[config.mk]
export PLATFORM = sky130hd
export DESIGN_NAME = fixed_point_add_arbiter
export DESIGN_NICKNAME = d
export VERILOG_FILES = /design/src/rtl/fixed_point_add_arbiter.sv
export SDC_FILE = /design/constraint.sdc
export NUM_CORES = 1
export LEC_CHECK = 0
export BUFFER_PORTS_ARGS = -buffer_cell sky130_fd_sc_hd__buf_2
export CORE_MARGIN = 2
export CORE_UTILIZATION = 25
export DETAILED_ROUTE_END_ITERATION = 16
export GPL_TIMING_DRIVEN = 0
export SLEW_MARGIN = 20
export SYNTH_ARGS = -nofsm -noshare
export SYNTH_HDL_FRONTEND = slang
export SYNTH_SLANG_ARGS = --single-unit
[constraint.sdc]
create_clock -name clk -period 5.1 [get_ports clk]
set_clock_uncertainty 0.1 [all_clocks]
set_input_delay 1.02 -clock clk [delete_from_list [all_inputs] [get_ports clk]]
set_output_delay 1.02 -clock clk [all_outputs]
set_load 0.005 [all_outputs]
[src/rtl/fixed_point_add_arbiter.sv]
// Round-robin front end that shares one 16-bit two's-complement adder between
// NUM_REQ requesters, with a registered result stage and per-requester sticky overflow.

module adder #(
    parameter int W = 16
) (
    input  logic [W-1:0] a_i,
    input  logic [W-1:0] b_i,
    output logic [W-1:0] result_o,
    output logic         overflow_flag_o
);

    assign result_o        = a_i + b_i;
    // Same-sign operands producing a sum of the opposite sign have wrapped.
    assign overflow_flag_o = (a_i[W-1] == b_i[W-1]) && (result_o[W-1] != a_i[W-1]);

endmodule

module fixed_point_add_arbiter #(
    parameter int NUM_REQ = 4,
    parameter int ID_W    = 2,
    parameter int DATA_W  = 16
) (
    input  logic                      clk,
    input  logic                      rst,
    input  logic [NUM_REQ-1:0]        req,
    input  logic [DATA_W*NUM_REQ-1:0] a_bus,
    input  logic [DATA_W*NUM_REQ-1:0] b_bus,
    output logic [NUM_REQ-1:0]        gnt,
    output logic                      res_valid,
    input  logic                      res_ready,
    output logic [DATA_W-1:0]         result,
    output logic                      res_ovf,
    output logic [ID_W-1:0]           res_id,
    output logic [NUM_REQ-1:0]        ovf_sticky,
    input  logic [NUM_REQ-1:0]        ovf_clear
);

    // Handshake: the result stage transfers on any edge with res_valid && res_ready;
    // a request k transfers on the edge where gnt[k]=1, and a new grant is only
    // offered when the output register is empty or is being drained that edge.

    logic [ID_W-1:0]    ptr_q, ptr_d;
    logic               res_valid_q, res_valid_d;
    logic [DATA_W-1:0]  result_q, result_d;
    logic               res_ovf_q, res_ovf_d;
    logic [ID_W-1:0]    res_id_q, res_id_d;
    logic [NUM_REQ-1:0] ovf_sticky_q, ovf_sticky_d;

    logic               can_accept;
    logic               grant_any;
    logic [ID_W-1:0]    grant_idx;
    logic [NUM_REQ-1:0] gnt_d;

    logic [DATA_W-1:0]  a_arr [NUM_REQ];
    logic [DATA_W-1:0]  b_arr [NUM_REQ];
    logic [DATA_W-1:0]  a_sel, b_sel;
    logic [DATA_W-1:0]  sum;
    logic               sum_ovf;

    for (genvar g = 0; g < NUM_REQ; g++) begin : g_unpack
        assign a_arr[g] = a_bus[g*DATA_W +: DATA_W];
        assign b_arr[g] = b_bus[g*DATA_W +: DATA_W];
    end

    function automatic logic [ID_W-1:0] wrap_add(input logic [ID_W-1:0] base,
                                                 input int unsigned off);
        int unsigned s;
        s = 32'(base) + off;
        if (s >= 32'(NUM_REQ)) begin
            s = s - 32'(NUM_REQ);
        end
        return ID_W'(s);
    endfunction

    assign can_accept = !res_valid_q || res_ready;

    // Search from ptr upward with wrap; the first pending request wins.
    always_comb begin
        gnt_d     = '0;
        grant_any = 1'b0;
        grant_idx = '0;
        if (can_accept && !rst) begin
            for (int i = 0; i < NUM_REQ; i++) begin
                if (!grant_any && req[wrap_add(ptr_q, i)]) begin
                    grant_any = 1'b1;
                    grant_idx = wrap_add(ptr_q, i);
                end
            end
        end
        if (grant_any) begin
            gnt_d[grant_idx] = 1'b1;
        end
    end

    assign a_sel = a_arr[grant_idx];
    assign b_sel = b_arr[grant_idx];

    adder #(.W(DATA_W)) u_adder (
        .a_i             (a_sel),
        .b_i             (b_sel),
        .result_o        (sum),
        .overflow_flag_o (sum_ovf)
    );

    always_comb begin
        ptr_d       = ptr_q;
        res_valid_d = res_valid_q;
        result_d    = result_q;
        res_ovf_d   = res_ovf_q;
        res_id_d    = res_id_q;
        if (grant_any) begin
            ptr_d       = wrap_add(grant_idx, 1);
            res_valid_d = 1'b1;
            result_d    = sum;
            res_ovf_d   = sum_ovf;
            res_id_d    = grant_idx;
        end else if (res_valid_q && res_ready) begin
            res_valid_d = 1'b0;
        end
        // A set arriving on the same edge as a clear takes priority.
        ovf_sticky_d = (ovf_sticky_q & ~ovf_clear) | ((grant_any && sum_ovf) ? gnt_d : '0);
    end

    always_ff @(posedge clk) begin
        if (rst) begin
            ptr_q        <= '0;
            res_valid_q  <= 1'b0;
            result_q     <= '0;
            res_ovf_q    <= 1'b0;
            res_id_q     <= '0;
            ovf_sticky_q <= '0;
        end else begin
            ptr_q        <= ptr_d;
            res_valid_q  <= res_valid_d;
            result_q     <= result_d;
            res_ovf_q    <= res_ovf_d;
            res_id_q     <= res_id_d;
            ovf_sticky_q <= ovf_sticky_d;
        end
    end

    assign gnt        = gnt_d;
    assign res_valid  = res_valid_q;
    assign result     = result_q;
    assign res_ovf    = res_ovf_q;
    assign res_id     = res_id_q;
    assign ovf_sticky = ovf_sticky_q;

endmodule

# Word level (Yosys, flattened, before mapping)
# Cells that the tools add are included.
classes:
  add_sub_neg: 10
  magnitude_cmp: 12
  n_eq_ne: 2
  mux: 42
  bitwise: 4
  n_reduce_logical: 15
op_table:
  columns: ["operator", "n"]
  rows:
  - ["$bmux W16 S2", 2]
  - ["$mux W16", 4]
  - ["$mux W2", 14]
  - ["$add A16 B16 Y16", 1]
  - ["$ge A3 B3 Y1 const B", 5]
  - ["$lt A2 B3 Y1 const B", 5]
  - ["$mux W1", 15]
  - ["$sub A2 B1 Y2 const B", 5]
  - ["$bmux W1 S2", 4]
  - ["$logic_and A1 B1 Y1", 8]
  - ["$mux W4", 2]
  - ["$add A2 B1 Y3 const B", 2]
  - ["$add A2 B2 Y3 const B", 2]
  - ["$logic_not A1 Y1", 5]
  - ["$and A4 B4 Y4", 1]
  - ["$not A4 Y4", 1]
  - ["$or A4 B4 Y4", 1]
  - ["$ge A2 B3 Y1 const B", 1]
  - ["$not A2 Y3", 1]
  - ["$demux W1 S2", 1]
  - ["$ge A2 B1 Y1 const B", 1]
  - ["$reduce_bool A2 Y1", 1]
  - ["$eq A1 B1 Y1", 1]
  - ["$logic_or A1 B1 Y1", 1]
  - ["$ne A1 B1 Y1", 1]
totals:
  reg_bits: 26
  inputBits: 139
  output_inout_bits: 28
  word_cells: 91

# Longest topological paths before layout
depth:
  ltp_word: 30
  ltp_mapped: 19
  depth_no_buf: 17

# Hierarchy
# A second synthesis with hierarchy kept.
unflattened:
  hier_cells: 346
  hier_area_um2: 2927.8
modules_own_cells:
  columns: ["mod", "n_inst", "cells_per_inst", "area_per_inst_um2", "seq_area_each_um2"]
  rows:
  - ["fixed_point_add_arbiter", 1, 238, 2133.3, 520.5]
  - ["adder", 1, 108, 794.5, 0.0]

# Least setup slack after synthesis
# Ideal clock, no wire load.
synth_timing:
  path_type: "input -> register"
  from: "input req[0]"
  to: "register ovf_sticky_q[0] (netlist: ovf_sticky[0])"
  setup_time_ns: 0.114
  t_arrival_ns: 4.222
  t_required_ns: 4.886
  path_slack_ns: 0.664
  cell_stages: 18
  path_buffers: 2
  path_cell_list: "nand2b_1 a221oi_2 o211ai_4 buf_6 clkinv_1 buf_2 nand2_1 and3_1 a31oi_1 ha_1 a21o_1 a21oi_1 o21ai_0 a21oi_1 a21oi_1 a31o_2 mux2i_4 a21o_1"
synth_via:
  elab_chain_len: 26
  elab_cells_between_ends: 47
  cone_classes: "1 x add/sub; 2 x order compare; 2 x eq/ne; 31 x mux; 2 x bitwise; 9 x reduce/logical"
synth_lines:
  columns: ["item", "line_no", "text"]
  rows:
  - ["start, declared", "26", "input logic [NUM_REQ-1:0] req,"]
  - ["$bmux W1 S2", "85", "if (!grant_any && req[wrap_add(ptr_q, i)]) begin"]
  - ["$mux W1 (not written as such)", "85", null]
  - ["$mux W1", "85", null]
  - ["$mux W1", "83", "if (can_accept && !rst) begin"]
  - ["$logic_not A1 Y1", "85", null]
  - ["$logic_and A1 B1 Y1", "85", null]
  - ["$mux W1", "85", null]
  - ["$mux W1", "83", null]
  - ["[9 not listed]", null, null]
  - ["$bmux W16 S2 (on tied branches)", "96, 97", null]
  - ["$mux W16 (on tied branches) (2 in a row)", "96, 97", null]
  - ["$add A16 B16 Y16", "13", "assign result_o = a_i + b_i;"]
  - ["$ne A1 B1 Y1", "15", "assign overflow_flag_o = (a_i[W-1] == b_i[W-1]) && (result_o[W-1] != a_i[W-1]);"]
  - ["$logic_and A1 B1 Y1", "15", null]
  - ["$logic_and A1 B1 Y1", "122", "ovf_sticky_d = (ovf_sticky_q & ~ovf_clear) | ((grant_any && sum_ovf) ? gnt_d : '0);"]
  - ["$mux W4 *", "122", null]
  - ["$or A4 B4 Y4 *", "122", null]
  - ["end signal, assigned", "139", "ovf_sticky_q <= ovf_sticky_d;"]
  - ["end, declared", "48", "logic [NUM_REQ-1:0] ovf_sticky_q, ovf_sticky_d;"]
# Mark *: on every way between the ends. The rest lies on a longest branch, timed or not. The select of a mux whose other input is x is not followed.
# A chain may end at the register's enable or synchronous reset.

# Worst setup path after layout
layout_timing:
  from: "input req[0]"
  to: "register ovf_sticky_q[2] (netlist: ovf_sticky[2])"
# The elaborated chain is that of the path after synthesis.

==> reports/qor.yml <==
outcome: "complete, no violations"
ys_types: 47
wirelength_um: 10000
core_um2: 10800
start_util_pct: 25.5
port_buffers: 166
grt_setup_unrepaired: "false"
antenna_cells: 0
cts.htree.levels: 1
syn2layout_area_growth_pct: 37.9
synth-edff-count: 0
ys_ff_latch: 26
crit_arrival_ps: 4880
p_int_w: 0.000598
cp.required_ps: 5170
finalNetCount: 741
postSynthAreaPerCell_um2: 6.73
slew_viol_final: 0
grt_usage_pct: 16.1
reg2reg_from: "ptr_q[0]$_SDFFE_PP0P_"
wl_per_cell_um: 14.0
min_from: "res_id[0]$_SDFFE_PP0P_"
cts_tree: "yes"
grt_pass1_wl_um: 15100
placed_area_um2: 3770
finalPower_w: 0.00103
p_per_area_nw_per_um2: 269
dr_total_vias: 3439
vdd_drop_max_mv: 0.112
synth_nets: 570
drt-pass1-iter-count: 4
seqPwrFrac_pct: 28.0
postRouteAntennaNets: 0
cts_setup_buffers: 0
final-hold-violation-count: 0
path_class: "input port to flip-flop"
final.min_clock_period_ps: 4810
setup_violations: 0
p_leak_nw: 2.05
die_h_um: 109
finalInstanceArea_um2: 3810
worst_setup_path_start_kind: "input port"
synth_warnings: 0
period_share_pct: 94.3
min_path_type: "flip-flop to flip-flop"
antenna_found_initial: 0
cts_num_sinks: 26
slew_headroom_pct: 59.1
cap_violations: 0
die_w_um: 109
synthesis.area_um2: 2770
grt_overflow: 0
grt_pass1_vias: 3190
max-clock-path-buffers: 2
fin_cells: 720
drive_gt1_share_pct: 31.7
power_frac_comb_pct: 60.9
max_freq_mhz: 208
postSynthCellCount: 411
switching_share_pct: 41.8
worst-path-max-fanout: 10
dp_hpwl_um: 8380
std_cell_rows: 38
setup.worst_path.start: "req[0]"
initialDrtViolationCount: 124
power_switching_w: 0.000429
globalplace.congestion: 0.858
clk_pin_slew_ps: 80
cts_buffers: 3
num_io_pins: 167
tightest_slew_ps: 614
grt_max_degree: 14
end_kind: "flip-flop"
insertion_delay_ps: 260
cts_root_buf: "clkbuf_8"
route.detailed.drc: 0
dp.cells: 717
hold-worst-slack_ps: 370
dieArea_um2: 11900
fin_util_pct: 35.2
pwr-share-clk_pct: 11.1
yosys_most_used_dff: "dfxtp_1"
synthArstFlopShare_pct: 0
synth-seq-area-share_pct: 18.8
via_per_inst: 4.78
state kept, by name, summed over array words and instances (netlist names):
register,count
result,16
ovf_sticky,4
ptr_q,2
res_id,2
res_ovf,1
res_valid,1
Yosys cell counts (2+ instances only):
cell type | number | area share, %
a21o_1 | 9 | 2.4
a21oi_1 | 17 | 3.1
a221oi_1 | 2 | 0.63
a31o_2 | 2 | 0.63
a31oi_1 | 30 | 6.8
and2_1 | 5 | 1.1
and3_1 | 30 | 6.8
buf_2 | 3 | 0.54
clkbuf_1 | 22 | 3.0
dfxtp_1 | 26 | 19
ha_1 | 19 | 8.6
inv_1 | 11 | 1.5
mux2_2 | 2 | 0.81
mux2i_1 | 4 | 1.4
nand2_1 | 127 | 17
nand2b_1 | 4 | 0.90
nand3b_1 | 14 | 3.8
nor2_1 | 9 | 1.2
nor2b_1 | 2 | 0.45
nor3b_1 | 7 | 1.9
nor4_1 | 2 | 0.45
o21ai_0 | 21 | 3.8
o21ai_1 | 2 | 0.36
o21bai_1 | 5 | 1.4
or3_1 | 2 | 0.45
xnor2_1 | 8 | 2.5
xor2_1 | 6 | 1.9
placed cells by master, fill, tap and decap left out, types with 2 or more instances in the layout:
master and instances:
a21o_1 9, a21oi_1 17, a221oi_1 2, a31o_2 2, a31oi_1 30, and2_1 5, and3_1 30, buf_2 169
clkbuf_1 21, clkbuf_8 3, dfxtp_1 26, ha_1 19, inv_1 11, mux2_2 2, mux2i_1 4, nand2_1 127
nand2b_1 4, nand3b_1 14, nor2_1 9, nor2b_1 2, nor3b_1 7, nor4_1 2, o21ai_0 21, o21ai_1 2
o21bai_1 5, or3_1 2, xnor2_1 8, xor2_1 6
worst max-delay path: stages:
cell and delay (ps):
buf_2 150, and4bb_2 250, o21ai_1 220, o211ai_4 150, buf_6 170, clkinv_1 120
buf_2 220, nand2_1 70, and3_1 190, a31oi_1 270, ha_1 290, a21o_1 170
a21oi_1 250, o21ai_0 150, a21oi_1 290, a21oi_1 160, a31o_2 320, mux2i_4 220
a21o_1 180
logic make-up (layout without fill, tap and decap cells):
group / after synthesis / after routing / share of synthesized area, %
AND/OR/NAND/NOR: 209 / 209 / 36.4
AO/OA/AOI/OAI: 96 / 96 / 22.3
buffers and inverters: 39 / 208 / 5.70
flip-flops: 26 / 26 / 18.8
adder cells (fa/ha/maj): 20 / 20 / 9.32
XOR/XNOR: 14 / 14 / 4.43
multiplexers: 7 / 7 / 3.08
metrics by stage:
stage                     setup slack (ps)  setup TNS (ps)
after floorplan                        664               0
after global placement                49.7               0
after detailed placement             -10.6           -18.2
after CTS                              269               0
after global routing                  13.4               0
final                                  291               0
final cells by class:
class                   count  area [um^2]
fillers                  1221         7030
multi-input cells         346         2090
repair buffers            166          831
flip-flops and latches     26          520
well taps                 140          175
plain buffers              27          114
inverters                  12         45.0
clock buffers               3         41.3
layer usage:
layer | up-vias | global-route usage, % | part of all wire, %
li1 | 1768 | - | -
met5 | - | 0 | 0
met2 | 130 | 28.7 | 46
met3 | 4 | 1.85 | 7.0
met4 | 0 | 1.90 | 0.40
met1 | 1537 | 21.3 | 47
power by group through the flow:
stage / registers, W / logic [W] / clock network (W)
floorplan: 0.000296 / 0.000397 / 0
global placement: 0.000288 / 0.000621 / 0
detailed placement: 0.000293 / 0.000632 / 0
global route: 0.000296 / 0.000702 / 0.000124
finish: 0.000288 / 0.000625 / 0.000114
CTS: 0.000288 / 0.000635 / 0.000116
worst paths after layout:
path                              endpoint  slack (ps)  cells after the start
hold / removal      res_id[0]$_SDFFE_PP0P_         370                      2
setup / recovery  ovf_sticky[2]$_SDFF_PP0_         290                     19
hold reg to reg     res_id[0]$_SDFFE_PP0P_         370                      2
setup reg to reg  ovf_sticky[2]$_SDFF_PP0_         800                     18
timing repair:
item,in CTS,in global routing
setup endpoints to repair,0,5
hold buffers,0,0
resized for setup,0,2
Note: power is estimated with default switching activity, not from simulation.
